--- src/rtl/io_port_responder.sv ---
// Memory-mapped I/O responder: CPU register access to RX/TX byte FIFOs bridging the external pins.
// Optional interrupt output is built only when IO_IRQ_EN is defined.
module io_port_responder #(
    parameter int DEPTH = 4
) (
    input  logic       clk,
    input  logic       rst,
    input  logic [1:0] bus_addr,
    input  logic       bus_rd_en,
    input  logic       bus_wr_en,
    input  logic [7:0] bus_wr_data,
    output logic [7:0] bus_rd_data,
    input  logic [7:0] ext_in_data,
    input  logic       ext_in_valid,
    output logic [7:0] ext_out_data,
    output logic       ext_out_valid,
    input  logic       ext_out_ready
`ifdef IO_IRQ_EN
    ,
    output logic       irq
`endif
);

    localparam int DATA_W = 8;
    localparam int PW     = $clog2(DEPTH);
    localparam int CW     = $clog2(DEPTH + 1);

    typedef enum logic [1:0] {
        REG_DATA   = 2'd0,
        REG_STATUS = 2'd1,
        REG_TXCNT  = 2'd2,
        REG_CTRL   = 2'd3
    } reg_addr_t;

    logic [DATA_W-1:0] rx_mem [DEPTH];
    logic [DATA_W-1:0] tx_mem [DEPTH];
    logic [PW-1:0]     rx_rd_ptr, rx_wr_ptr, tx_rd_ptr, tx_wr_ptr;
    logic [CW-1:0]     rx_cnt, tx_cnt;
    logic              rx_ovf, tx_ovf;
    logic              loopback, irq_en;

    logic              rx_empty, rx_full, tx_empty, tx_full;
    logic [DATA_W-1:0] rx_head, tx_head, rx_push_data, rd_mux;
    logic              wr_status, wr_ctrl, flush;
    logic              cpu_rd_pop, cpu_wr_tx, ext_pop, lb_xfer, ext_push_req;
    logic              rx_push, rx_pop, tx_push, tx_pop;
    logic              rx_ovf_set, tx_ovf_set;

    function automatic logic [CW-1:0] next_count(input logic [CW-1:0] cnt,
                                                 input logic push, input logic pop);
        logic [CW-1:0] n;
        n = cnt;
        if (push && !pop) n = cnt + CW'(1);
        if (pop && !push) n = cnt - CW'(1);
        return n;
    endfunction

    // A full 16-entry FIFO would need 5 bits; the register field holds only 4.
    function automatic logic [3:0] sat4(input logic [CW-1:0] cnt);
        logic [4:0] wide;
        wide = 5'(cnt);
        return (wide > 5'd15) ? 4'hF : wide[3:0];
    endfunction

    assign rx_empty = (rx_cnt == '0);
    assign rx_full  = (rx_cnt == CW'(DEPTH));
    assign tx_empty = (tx_cnt == '0);
    assign tx_full  = (tx_cnt == CW'(DEPTH));
    assign rx_head  = rx_mem[rx_rd_ptr];
    assign tx_head  = tx_mem[tx_rd_ptr];

    assign wr_status = bus_wr_en && (bus_addr == REG_STATUS);
    assign wr_ctrl   = bus_wr_en && (bus_addr == REG_CTRL);
    assign flush     = wr_ctrl && bus_wr_data[0];

    // A simultaneous write wins over the read: the RX pop side effect is suppressed.
    assign cpu_rd_pop   = bus_rd_en && !bus_wr_en && (bus_addr == REG_DATA) && !rx_empty;
    assign cpu_wr_tx    = bus_wr_en && (bus_addr == REG_DATA);
    assign ext_out_valid = !tx_empty && !loopback;
    assign ext_pop      = ext_out_valid && ext_out_ready;
    assign lb_xfer      = loopback && !tx_empty && !rx_full;
    assign ext_push_req = ext_in_valid && !loopback;

    // A pop in the same cycle frees the slot a push into a full FIFO needs.
    assign tx_pop     = (ext_pop || lb_xfer) && !flush;
    assign tx_push    = cpu_wr_tx && (!tx_full || ext_pop || lb_xfer);
    assign tx_ovf_set = cpu_wr_tx && tx_full && !ext_pop && !lb_xfer;
    assign rx_pop     = cpu_rd_pop;
    assign rx_push    = ((ext_push_req && (!rx_full || cpu_rd_pop)) || lb_xfer) && !flush;
    assign rx_ovf_set = ext_push_req && rx_full && !cpu_rd_pop && !flush;
    assign rx_push_data = loopback ? tx_head : ext_in_data;

    always_ff @(posedge clk) begin
        if (rst) begin
            rx_rd_ptr <= '0;
            rx_wr_ptr <= '0;
            tx_rd_ptr <= '0;
            tx_wr_ptr <= '0;
            rx_cnt    <= '0;
            tx_cnt    <= '0;
            rx_ovf    <= 1'b0;
            tx_ovf    <= 1'b0;
            loopback  <= 1'b0;
            irq_en    <= 1'b0;
        end else begin
            if (flush) begin
                rx_rd_ptr <= '0;
                rx_wr_ptr <= '0;
                tx_rd_ptr <= '0;
                tx_wr_ptr <= '0;
                rx_cnt    <= '0;
                tx_cnt    <= '0;
            end else begin
                if (rx_pop)  rx_rd_ptr <= rx_rd_ptr + PW'(1);
                if (rx_push) rx_wr_ptr <= rx_wr_ptr + PW'(1);
                if (tx_pop)  tx_rd_ptr <= tx_rd_ptr + PW'(1);
                if (tx_push) tx_wr_ptr <= tx_wr_ptr + PW'(1);
                rx_cnt <= next_count(rx_cnt, rx_push, rx_pop);
                tx_cnt <= next_count(tx_cnt, tx_push, tx_pop);
            end
            // A new overflow in the same cycle as its W1C clear keeps the flag set.
            rx_ovf <= rx_ovf_set || (rx_ovf && !(wr_status && bus_wr_data[2]));
            tx_ovf <= tx_ovf_set || (tx_ovf && !(wr_status && bus_wr_data[3]));
            if (wr_ctrl) begin
                loopback <= bus_wr_data[1];
                irq_en   <= bus_wr_data[2];
            end
        end
    end

    always_ff @(posedge clk) begin
        if (rx_push) rx_mem[rx_wr_ptr] <= rx_push_data;
        if (tx_push) tx_mem[tx_wr_ptr] <= bus_wr_data;
    end

    always_comb begin
        rd_mux = '0;
        case (bus_addr)
            REG_DATA:   rd_mux = rx_empty ? '0 : rx_head;
            REG_STATUS: rd_mux = {sat4(rx_cnt), tx_ovf, rx_ovf, !tx_full, !rx_empty};
            REG_TXCNT:  rd_mux = {4'h0, sat4(tx_cnt)};
            REG_CTRL:   rd_mux = {5'b0, irq_en, loopback, 1'b0};
        endcase
    end

    assign bus_rd_data  = bus_rd_en ? rd_mux : '0;
    assign ext_out_data = tx_empty ? '0 : tx_head;

`ifdef IO_IRQ_EN
    always_ff @(posedge clk) begin
        if (rst) irq <= 1'b0;
        else     irq <= irq_en && (!rx_empty || rx_ovf || tx_ovf);
    end
`endif

endmodule

--- config.mk ---
export PLATFORM = sky130hd
export DESIGN_NAME = io_port_responder
export DESIGN_NICKNAME = d
export VERILOG_FILES = /design/src/rtl/io_port_responder.sv
export SDC_FILE = /design/constraint.sdc
export NUM_CORES = 1
export LEC_CHECK = 0
export ABC_AREA = 1
export BUFFER_PORTS_ARGS = -buffer_cell sky130_fd_sc_hd__buf_2
export CAP_MARGIN = 20
export CORE_MARGIN = 2
export CORE_UTILIZATION = 25
export CTS_CLUSTER_DIAMETER = 150
export CTS_CLUSTER_SIZE = 28
export DETAILED_ROUTE_END_ITERATION = 16
export PLACE_DENSITY = 0.48
export RECOVER_POWER = 50
export SLEW_MARGIN = 20
export SYNTH_ARGS = -nofsm -noshare
export SYNTH_HDL_FRONTEND = slang
export SYNTH_SLANG_ARGS = --single-unit
export TNS_END_PERCENT = 100
--- constraint.sdc ---
create_clock -name clk -period 2.2 [get_ports clk]
set_input_delay 0.11 -clock clk [delete_from_list [all_inputs] [get_ports clk]]
set_output_delay 0.11 -clock clk [all_outputs]
set_load 0.05 [all_outputs]
==> impl_summary.md, run 1 <==
Run status
The flow ran to the end, and the final reports show no timing, DRC or antenna violations.

STA
The final count of hold timing violations is 0. The relative slew slack is 67.4%. The final number of max-transition violations is 0. The worst hold slack is 0.0590 ns.

The number of setup violations in the final report is 0. The worst path in the final design needs a cycle of 2.05 ns, including I/O delays and setup. After routing, the total negative slack on setup checks comes to 0 ns. Clock skew on the completed layout was measured at 0.00524 ns. Setup repair after global routing could not meet its margin everywhere.

The maximum clock frequency is 0.487 GHz. Of the available clock period, the critical path in the final layout requires 93.3%. The post-route worst setup slack is 0.148 ns. At the pin with the least slew margin, the transition time is 0.488 ns.

Synthesis
The count of flip-flops with a built-in enable after synthesis is 64. In the synthesized netlist the async set-or-reset flop fraction comes to 0%. The compound-gate portion of the synthesized area is 10.7%.

The post-synthesis instance total is 385. The most used flip-flop cell after synthesis is edfxtp_1. The mean instance size in the synthesized netlist is 10.3 sq um. Synthesis instantiated 35 different standard cells from the library. The sequential-to-total area share from yosys stat is 59.7%. Multiplexer cells account for 0% of the synthesized area.

The number of nets produced by synthesis is 421. Of the total synthesized cell area, the portion taken by full adders, half adders and majority gates is 4.18%. After synthesis the cells add up to 3960 sq um. During synthesis, Yosys emitted a total of 0 warnings. The combinational family with the most area after synthesis is simple AND/OR/NAND/NOR gates. The register bit count reported by yosys is 86. Of the total synthesized cell area, the portion taken by AND, OR, NAND and NOR gates is 19.7%. The synthesized netlist devotes 0.443% of its cell area to XOR and XNOR gates.

Floorplan
In this run the count of I/O pins placed on the die edge is 41. The area of the placeable core is 15300 sq um. The floorplan has 45 rows. From bottom edge to top edge, the die measures 130 microns. The die span in x is 130 microns. Once the floorplan was initialized, standard cells occupied 25.8% of the core.

The floorplan step defined a die boundary enclosing 16800 sq um.

Power
VDD sags by at most 0.355 mV. The clock power share is 36.2%. The switching part of the total is 27.7%. For this design the static power due to leakage is 1.84 nW.

The internal portion of the total power is 0.00290 W. The analysis attributes to net switching a power of 0.00111 W. Combinational cells account for 17.2% of the total power. Power spread over the standard cell area amounts to 826 nW/um^2. The power share of the sequential group is 46.6%.

Global route
The first global-routing pass estimated 15.1 mm of wire. The maximum number of pins on one net before global-route repair is 19. The number of global-route vias before repair is 2841. The global router's overall resource usage is 12.0%.

The initial antenna violation count is 0. After global routing the overflow that remains totals 0.

CTS
The insertion delay to the later sink of the worst-skew pair is 0.34 ns. Clock tree synthesis selected as its root buffer the cell clkbuf_16. The largest buffer count on any clock path is 2. The CTS tree is done. The count of clock tree sinks is 86. The CTS buffer count is 9. In this run the number of H-tree levels came out at 3. The clock slew at the register clock pins of the worst setup and hold paths is 0.06 ns.

Routing
The total iterations of the first detailed-routing run is 5. The total length of routed met2 wires is 4.55 mm. For this block, wires on met1 add up to 4.36 mm. The detailed-route wire length is 9.48 mm. The first routing iteration left 233 violations. After detailed routing, the number of remaining DRC violations is 0.

The wire length on met3 is 295 microns. The highest metal layer used by the detailed router is met4. The final routed wire length divided by cell count is 14.3 microns. The number of antenna-violating nets in the routed design is 0.

The via-per-instance ratio is 4.32. Summing over every cut layer, the via total after detailed routing is 2868.

Placement
The worst setup slack before clock tree synthesis is 0.0789 ns. Port buffering added 40 buffers. The sum of net half-perimeters after detailed placement is 6.99 mm. The routability congestion estimate is 0.797.

Final layout
The number of inserted diodes is 0. Registers take 2370 sq um. The filler cells instantiated in the layout total 1618. In the layout the commonest cells are edfxtp_1, nand2_1, nor2_1. The most common library cell in the layout ignoring fill and taps is edfxtp_1. Cells fill 31.7% of the core in the end. The combined area of the multi-input logic cells is 1420 sq um. The number of nets in the final layout is 485.

Relative to the synthesized area, the layout overhead comes to 22.7%. Cells with a size suffix above 1 make up 22.5% of the layout.

Flow run
The number of max-capacitance violations reported is 0.

Critical path
The kind of end point of the critical path is a flip-flop. By startpoint and endpoint, the worst setup path is classified as reg2reg. The maximum fanout along the worst path is 6. The required time of the worst setup path is 2.42 ns. The data arrival at the endpoint of the critical path is 2.27 ns.

The worst setup path is launched from a flip-flop.

Worst hold path
The class of the tightest hold or removal check is in2reg.
[layer usage]
layer  up-vias  track usage [%]
met5         -                0
met4         0             5.06
met3        22             3.32
met2        41             19.9
met1      1363             14.9
li1       1442                -
[worst max-delay path, cell delays in order, from the launching register on]
cell and delay, ns:
dfxtp_1 0.30, inv_1 0.15, nand2_2 0.13, nand3_4 0.13
nand3_4 0.11, nand2_2 0.09, ha_1 0.14, inv_1 0.06
fa_1 0.38, a21oi_1 0.14, o21ai_0 0.12, o21ai_1 0.14
a21oi_1 0.05
[stage by stage]
stage,area [sq um],instances,power [W]
2_1_floorplan,3960,385,0.00235
3_3_place_gp,4480,642,0.00256
3_5_place_dp,4480,642,0.00257
4_1_cts,4800,661,0.00404
5_1_grt,4850,664,0.00418
6_report,4850,664,0.00401
[power by group through the flow]
| stage | Sequential (W) | Combinational, W | Clock (W) |
|---|---|---|---|
| after detailed placement | 0.00190 | 0.000672 | 0 |
| after global placement | 0.00190 | 0.000667 | 0 |
| final | 0.00187 | 0.000691 | 0.00145 |
| after global routing | 0.00188 | 0.000760 | 0.00155 |
| after CTS | 0.00187 | 0.000679 | 0.00149 |
| after floorplan | 0.00189 | 0.000461 | 0 |
[path summary, 6_finish.rpt]
path | startpoint | endpoint | slack (ns) | cells after the start
worst max-delay path | tx_cnt[2]$_SDFFE_PP0P_ | tx_cnt[2]$_SDFFE_PP0P_ | 0.15 | 12
worst min-delay path | bus_wr_data[0] | tx_mem[1][0]$_DFFE_PP_ | 0.06 | 1
worst max register to register | tx_cnt[2]$_SDFFE_PP0P_ | tx_cnt[2]$_SDFFE_PP0P_ | 0.15 | 12
worst min register to register | rx_rd_ptr[1]$_SDFFE_PP0P_ | flip-flop | 0.47 | 2
[cell families after synthesis]
kind of cell | count (synthesis)
DFF | 86
and+or+nand+nor | 160
xor gates and xnor gates | 2
AOI/OAI and AO/OA | 75
adders and majority gates | 12
buffers and inverters | 50
[Yosys cell counts, drive strengths merged, types with 3 or more instances]
| cell | instances | share of area (%) |
|---|---|---|
| a211oi | 3 | 0.57 |
| a21oi | 20 | 2.5 |
| buf | 6 | 1.0 |
| dfxtp | 22 | 11 |
| edfxtp | 64 | 49 |
| ha | 10 | 3.2 |
| inv | 41 | 3.9 |
| nand2 | 64 | 7.0 |
| nand3 | 33 | 5.1 |
| nor2 | 57 | 6.7 |
| o21ai | 41 | 5.3 |
| o22a | 8 | 1.8 |
[area by class of cell]
type                       instances  area share [%]
sequential                        86            48.7
multi-input combinational        249            29.3
timing repair buffer              61            7.45
tap                              211            5.44
clock buffer                      10            4.72
inverter                          42            3.25
clock inverter                     5            1.06
[state kept, by name, indices dropped and copies added, names as in the netlist, 2 cells and up, named ones only]
register,count
rx_mem,32
tx_mem,32
rx_cnt,3
tx_cnt,3
rx_rd_ptr,2
rx_wr_ptr,2
tx_rd_ptr,2
tx_wr_ptr,2
[what timing repair did]
action,CTS,global route
endpoints found under the hold margin,16,0
hold buffers,4,0
resized for setup,0,13
setup buffers,0,3
endpoints found under the setup margin,0,3
No activity file was read; power rests on OpenSTA's default activity.
==> run 2, diff against run 1 <==
--- a/config.mk
+++ b/config.mk
@@ -10,6 +10,7 @@
 export CAP_MARGIN = 20
 export CORE_MARGIN = 2
 export CORE_UTILIZATION = 25
+export CTS_BUF_LIST = sky130_fd_sc_hd__clkbuf_16
 export CTS_CLUSTER_DIAMETER = 150
 export CTS_CLUSTER_SIZE = 28
 export DETAILED_ROUTE_END_ITERATION = 16
==> run 2 against run 1 <==
  * Sequential share of layout area is the same
  * Non-clock buffer count is the same
  * Die area is the same
  * Fmax is the same
  * Count of clock-buffer cells in the layout shrank 1
  * Via count is the same
  * Power shrank 0.11%
  * Cell count is the same
  * Critical path depth is the same
  * Combinational power is essentially flat
  * Register-to-register slack is essentially flat
  * Design area is the same
  * Critical endpoint unchanged
  * Highest routed layer unchanged
==> impl_summary.md, run 2 (synthesized netlist as in run 1, its figures left out) <==
Worst hold path
The class of the tightest hold or removal check is in2reg. The launch instance of the worst min-delay path is bus_wr_data[0].

Flow run
The number of max-capacitance violations reported is 0 (unchanged).

Global route
The maximum number of pins on one net before global-route repair is 19 (unchanged). The global-route congestion overflow total came to 0 (unchanged). The initial antenna violation count was 0 (unchanged).

The first-pass GRT wire length is 15.1 mm (unchanged). The number of global-route vias before repair is 2841 (unchanged). The global router's overall resource usage is 12.0% (unchanged).

Final layout
The number of nets in the final layout was 485 (unchanged). The most common library cell in the layout ignoring fill and taps is edfxtp_1. The top cell types in the final layout, fill and taps aside, are edfxtp_1, nand2_1, nor2_1. The number of inserted filler cells in the final layout was 1618 (unchanged).

The layout-stage area growth over the synthesis result is 22.7% (unchanged). The largest registers in the layout are rx_mem x32, tx_mem x32. The fraction of layout cells with a size suffix above 1 was 22.5% (unchanged).

The number of inserted diodes is 0 (unchanged).

Routing
The final routed wire length divided by cell count is 14.3 microns (about the same). The via-per-instance ratio is 4.32 (unchanged). The detailed-route wire length is 9.48 mm (about the same). The number of antenna-violating nets in the routed design is 0 (unchanged). The total iterations of the first detailed-routing run was 5 (unchanged). The DRC violation count after routing is 0 (unchanged). The via count is 2868 (unchanged). The number of DRC markers in iteration 0 is 233 (unchanged).

CTS
The number of H-tree branching levels is 3 (unchanged). The insertion delay to the later sink of the worst-skew pair was 0.34 ns (about the same). The largest buffer count on any clock path was 2 (unchanged). TritonCTS built the clock tree. The tree is rooted in a clkbuf_16. The count of clock tree sinks is 86 (unchanged). The CTS buffer count was 9 (unchanged). The clock slew at the register clock pins of the worst setup and hold paths was 0.06 ns (about the same).

STA
The clock period minus final worst setup slack came to 2.05 ns (unchanged). The setup skew after layout is 0.00529 ns (+0.0000487 ns). The relative slew slack was 67.4% (unchanged). The final count of hold timing violations is 0 (unchanged).

The number of setup violations in the final report is 0 (unchanged). The slew at the pin closest to its max-slew limit came to 0.488 ns (unchanged). The maximum clock frequency was 0.487 GHz (unchanged).

Setup repair after global routing could not meet its margin everywhere. The final worst-path cycle share is 93.3% (unchanged). The final number of max-transition violations is 0 (unchanged).

The worst hold slack is 0.0590 ns (unchanged). The post-route worst setup slack is 0.148 ns (unchanged).

Floorplan
The full die area is 16800 sq um (unchanged). The number of top-level pins is 41 (unchanged). The die boundary height is 130 microns (unchanged). The area of the placeable core was 15300 sq um (unchanged).

The initial standard-cell utilization of the core was 25.8% (unchanged). The number of cell rows came to 45 (unchanged). The die span in x is 130 microns (unchanged).

Power
The cell leakage power is 1.85 nW (+0.22%). The power density over the cells is 825 nW/um^2 (-0.11%). The worst voltage drop across the vdd grid is 0.355 mV (about the same).

Critical path
STA classifies the critical path endpoint as a flip-flop. The worst register-to-register path begins at tx_cnt[2]$_SDFFE_PP0P_. The signal on the critical path passes through inv_1, nand2_2, nand3_4, nand3_4, nand2_2, ha_1, inv_1, fa_1, a21oi_1, o21ai_0, o21ai_1, a21oi_1. The required time of the worst setup path is 2.42 ns (about the same). The worst-case register-to-register setup slack is 0.15 ns (about the same).

The most critical setup path has its startpoint at tx_cnt[2]$_SDFFE_PP0P_. The maximum fanout along the worst path came to 6 (unchanged). The delay contributed by the slowest stage of the critical path came to 0.38 ns (about the same). The worst setup path is launched from a flip-flop. Broken down by cell family, the worst path's largest delay share belongs to adder cells.

The cell with the largest stage delay on the worst path is fa_1. The combined buffer and inverter count along the critical path is 2 (unchanged). The type of the worst setup path is reg2reg. The data arrival at the endpoint of the critical path is 2.27 ns (about the same).

Run status
The flow ran to the end, and the final reports show no timing, DRC or antenna violations.

Placement
The sum of net half-perimeters after detailed placement was 6.99 mm (unchanged). The worst setup slack before clock tree synthesis came to 0.0789 ns (unchanged). The routability congestion estimate is 0.797 (unchanged). The number of port buffers is 40 (unchanged).
run 2: cell types whose count changed in the layout (fill, tap and decap cells not counted), sizes merged:
cell / before / now
inv: 41 / 42
clkbuf: 18 / 17
run 2: worst reg2reg max path: stages (launching register included):
cell,delay (ns)
dfxtp_1,0.30
inv_1,0.15
nand2_2,0.13
nand3_4,0.13
nand3_4,0.11
nand2_2,0.09
ha_1,0.14
inv_1,0.06
fa_1,0.38
a21oi_1,0.14
o21ai_0,0.12
o21ai_1,0.14
a21oi_1,0.05
run 2: per-layer routing:
layer	track usage, %	share of wire [%]	up-vias
li1	-	-	1442
met1	14.9	46	1363
met3	3.32	3.1	22
met4	5.06	2.8	0
met2	19.9	48	41
met5	0	0	-
run 2: worst paths after layout:
check | end | cells past startpoint
setup reg to reg | tx_cnt[2]$_SDFFE_PP0P_ | 12
setup / recovery | tx_cnt[2]$_SDFFE_PP0P_ | 12
hold reg to reg | flip-flop | 2
hold / removal | tx_mem[1][0]$_DFFE_PP_ | 1
run 2: layout make-up:
| class | instances | area, sq um | share of cell area (%) |
|---|---|---|---|
| Timing Repair Buffer | 61 | 362 | 7.45 |
| Clock inverter | 6 | 55.1 | 1.13 |
| Clock buffer | 9 | 225 | 4.64 |
| Multi-Input combinational cell | 249 | 1420 | 29.3 |
| Sequential cell | 86 | 2370 | 48.7 |
| Inverter | 42 | 158 | 3.25 |
| Tap cell | 211 | 264 | 5.44 |
run 2: through the flow:
stage	TNS (ns)	utilization [%]	instances	total power, W	cell area [sq um]
CTS	0	31.3	661	0.00403	4800
global route	-0.00258	31.7	664	0.00418	4850
detailed placement	0	29.2	642	0.00257	4480
global placement	0	29.2	642	0.00256	4480
floorplan	0	-	385	0.00235	3960
finish	0	31.7	664	0.00401	4850
run 2: timing repair:
item                                   in CTS  in global routing
endpoints found under the hold margin      16                  0
setup endpoints to repair                   0                  3
setup buffers                               0                  3
hold buffers                                4                  0
resized for setup                           0                 13
run 2: where the power goes:
group / internal, W / switching (W) / leakage [nW]
clock: 0.000859 / 0.000587 / 0.136
combinational: 0.000208 / 0.000482 / 0.950
sequential: 0.00183 / 0.0000420 / 0.763
total: 0.00289 / 0.00111 / 1.85
==> run 3, diff against run 2 <==
--- a/config.mk
+++ b/config.mk
@@ -8,13 +8,16 @@
 export ABC_AREA = 1
 export BUFFER_PORTS_ARGS = -buffer_cell sky130_fd_sc_hd__buf_2
 export CAP_MARGIN = 20
+export CELL_PAD_IN_SITES_DETAIL_PLACEMENT = 1
+export CELL_PAD_IN_SITES_GLOBAL_PLACEMENT = 1
+export CORE_ASPECT_RATIO = 1.4
 export CORE_MARGIN = 2
 export CORE_UTILIZATION = 25
 export CTS_BUF_LIST = sky130_fd_sc_hd__clkbuf_16
 export CTS_CLUSTER_DIAMETER = 150
 export CTS_CLUSTER_SIZE = 28
 export DETAILED_ROUTE_END_ITERATION = 16
-export PLACE_DENSITY = 0.48
+export PLACE_DENSITY = 0.56
 export RECOVER_POWER = 50
 export SLEW_MARGIN = 20
 export SYNTH_ARGS = -nofsm -noshare
==> run 3 against run 2 <==
  * Via count grew 2.6%
  * Cell count shrank 1.8%
  * Design area shrank 1.5%
  * Register-to-register slack lost 0.03 ns
  * Non-clock buffer count grew 2
  * Worst setup slack lost 0.027 ns
  * Power shrank 1.5%
  * Utilization shrank 0.93 points
  * Critical path type unchanged
  * Critical endpoint is now rx_cnt[2]$_SDFFE_PP0P_
  * Largest power group unchanged
==> impl_summary.md, run 3 (synthesized netlist as in run 1, its figures left out) <==
Run status
The flow ran to the end, and the final reports show no timing, DRC or antenna violations.

STA
The clock period minus final worst setup slack came to 2.08 ns (+0.0272 ns). The final number of max-transition violations was 0 (unchanged). The number of setup violations in the final report was 0 (unchanged). The final worst-path cycle share is 94.5% (+1.2 points). The post-route setup TNS was 0 ns (unchanged).

The relative slew slack is 60.8% (-6.6 points). The slew at the pin closest to its max-slew limit is 0.588 ns (+0.0997 ns). Setup repair after global routing left no endpoint under its margin. The maximum clock frequency is 0.481 GHz (-1.3%).

The setup skew after layout came to 0.00635 ns (+0.00106 ns). The final count of hold timing violations was 0 (unchanged).

Worst hold path
The startpoint identified for the worst hold timing path is rst. The hold-critical path depth came to 2 (+1). The hold-critical path endpoint is rx_ovf$_SDFF_PP0_. The path class of the tightest hold or removal check is in2reg.

Global route
The global router's overall resource usage came to 12.7% (+0.62 points). The number of global-route vias before repair came to 3100 (+9.1%). The global-route congestion overflow total was 0 (unchanged). The first-pass GRT wire length was 15.9 mm (+5.7%).

The maximum number of pins on one net before global-route repair is 19 (unchanged). The initial antenna violation count is 0 (unchanged).

Final layout
The number of inserted filler cells in the final layout came to 1805 (+12%). The combined area of the multi-input logic cells is 1390 sq um (-2.2%). The largest registers in the layout are rx_mem x32, tx_mem x32. The number of non-filler instances in the completed layout is 652 (-1.8%). The area occupied by registers is 2370 sq um (+0.11%). The number of nets in the final layout is 487 (+0.41%). In the layout the commonest cells are edfxtp_1, nand2_1, nor2_1. The number of inserted diodes is 0 (unchanged). The fraction of layout cells with a size suffix above 1 is 20.0% (-2.6 points). The library cell used most frequently in the layout, excluding fill and tap cells, is edfxtp_1. Compared with the post-synthesis result, the final layout area differs by 20.9%.

Critical path
The data arrival at the endpoint of the critical path is 2.30 ns (+0.03 ns). The largest delay contributor family on the critical path is adder cells. The required time of the worst setup path is 2.42 ns (about the same). The maximum fanout along the worst path was 4 (-2). The worst-case register-to-register setup slack was 0.12 ns (-0.03 ns).

The combined buffer and inverter count along the critical path came to 1 (-1). The depth of the worst register-to-register path came to 13 (+1). Traced cell by cell, the critical path runs through nor2_1, nand2_2, inv_1, nand2_4, nand2_4, nand2_4, nand2_1, ha_1, fa_1, a21oi_1, o21ai_1, o21ai_1, a21oi_1. The delay contributed by the slowest stage of the critical path was 0.39 ns (about the same). The endpoint of the lowest-slack register-to-register path is rx_cnt[2]$_SDFFE_PP0P_. The critical register-to-register path startpoint is rx_cnt[1]$_SDFFE_PP0P_.

The critical path starts at rx_cnt[1]$_SDFFE_PP0P_. In this design, the critical path's most frequently occurring cell is nand2_4. The kind of end point of the critical path is a flip-flop.

The cell with the largest stage delay on the worst path is fa_1. The critical path in this run is classified as reg2reg. The nature of the critical path startpoint is a flip-flop.

CTS
The number of H-tree branching levels came to 3 (unchanged). The count of clock tree sinks came to 86 (unchanged). The clock slew at the register clock pins of the worst setup and hold paths came to 0.06 ns (about the same). In this run the clock root is driven by a clkbuf_16. The largest buffer count on any clock path is 2 (unchanged). The CTS buffer count was 9 (unchanged).

The insertion delay to the later sink of the worst-skew pair is 0.34 ns (about the same). The CTS tree is done. The number of post-CTS setup repair buffers is 0 (unchanged).

Routing
The detailed-route wire length is 10.1 mm (+6.9%). The via-per-instance ratio is 4.52 (+4.5%). The total iterations of the first detailed-routing run came to 4 (-1).

The final routed wire length divided by cell count came to 15.5 microns (+8.8%). The DRC violation count after routing came to 0 (unchanged). The number of antenna-violating nets in the routed design is 0 (unchanged). The number of DRC markers in iteration 0 was 102 (-56%).

The via count is 2944 (+2.6%).

Power
The cell leakage power is 1.82 nW (-1.6%). The worst voltage drop across the vdd grid came to 0.381 mV (+7.3%). The power density over the cells was 825 nW/um^2 (about the same).

Flow run
The number of max-capacitance violations reported was 0 (unchanged).

Floorplan
The initial standard-cell utilization of the core is 25.5% (-0.37 points). The die boundary height is 153 microns (+18%). The number of top-level pins is 41 (unchanged).

The full die area is 16900 sq um (about the same). The die span in x is 110 microns (-15%). The area of the placeable core came to 15500 sq um (+1.5%). The number of cell rows was 54 (+20%).

Placement
The routability congestion estimate is 0.793 (-0.55%). The sum of net half-perimeters after detailed placement is 7.86 mm (+12%). The post-placement cell count came to 632 (-1.6%).

The number of port buffers is 40 (unchanged).
[run 3: cell count changes in the layout (fill, tap and decap cells not counted), moves of 2 or more]
| cell | previous run | this run |
|---|---|---|
| clkbuf_1 | 7 | 16 |
| buf_4 | 17 | 9 |
| nor2_1 | 46 | 49 |
| nor2_2 | 7 | 4 |
| nand2_1 | 56 | 58 |
[run 3: worst max-delay path by stage]
stage,endpoint,cells past startpoint
after global routing,tx_cnt[2]$_SDFFE_PP0P_,12
after CTS,rx_cnt[2]$_SDFFE_PP0P_,11
after floorplan,tx_cnt[2]$_SDFFE_PP0P_,12
after global placement,tx_cnt[2]$_SDFFE_PP0P_,13
final,rx_cnt[2]$_SDFFE_PP0P_,13
after detailed placement,rx_cnt[2]$_SDFFE_PP0P_,11
[run 3: stage by stage]
step                      total power, W  area, sq um  hold WS [ns]  worst slack (ns)  util, %
after floorplan                  0.00235         3960         0.179             0.169        -
after global placement           0.00257         4490         0.323             0.131     28.9
after detailed placement         0.00259         4490         0.330            0.0449     28.9
after CTS                        0.00400         4810        0.0173            0.0185     30.9
after global routing             0.00411         4780        0.0867           0.00549     30.8
final                            0.00394         4780        0.0656             0.121     30.8
[run 3: power breakdown]
| group | switching [W] | internal (W) |
|---|---|---|
| Combinational | 0.000478 | 0.000193 |
| Sequential | 0.0000413 | 0.00183 |
| Clock | 0.000637 | 0.000769 |
| Total | 0.00116 | 0.00279 |
[run 3: layout make-up]
| type | instances | area share [%] |
|---|---|---|
| repair buffers | 63 | 7.17 |
| well taps | 196 | 5.13 |
| inverters | 42 | 3.30 |
| multi-input cells | 249 | 29.1 |
| flip-flops and latches | 86 | 49.5 |
| clock inverters | 7 | 1.02 |
| clock buffers | 9 | 4.71 |
[run 3: what timing repair did]
action / CTS / global route
endpoints found under the setup margin: 0 / 4
hold buffers: 4 / 0
resized for setup: 0 / 14
endpoints found under the hold margin: 16 / 0
[run 3: per-layer routing]
layer / global-route usage, % / share of wire, % / vias to the layer above
met2: 22.6 / 54 / 40
met5: 0 / 0 / -
li1: - / - / 1447
met4: 5.24 / 2.4 / 0
met3: 1.96 / 2.4 / 13
met1: 14.7 / 41 / 1444
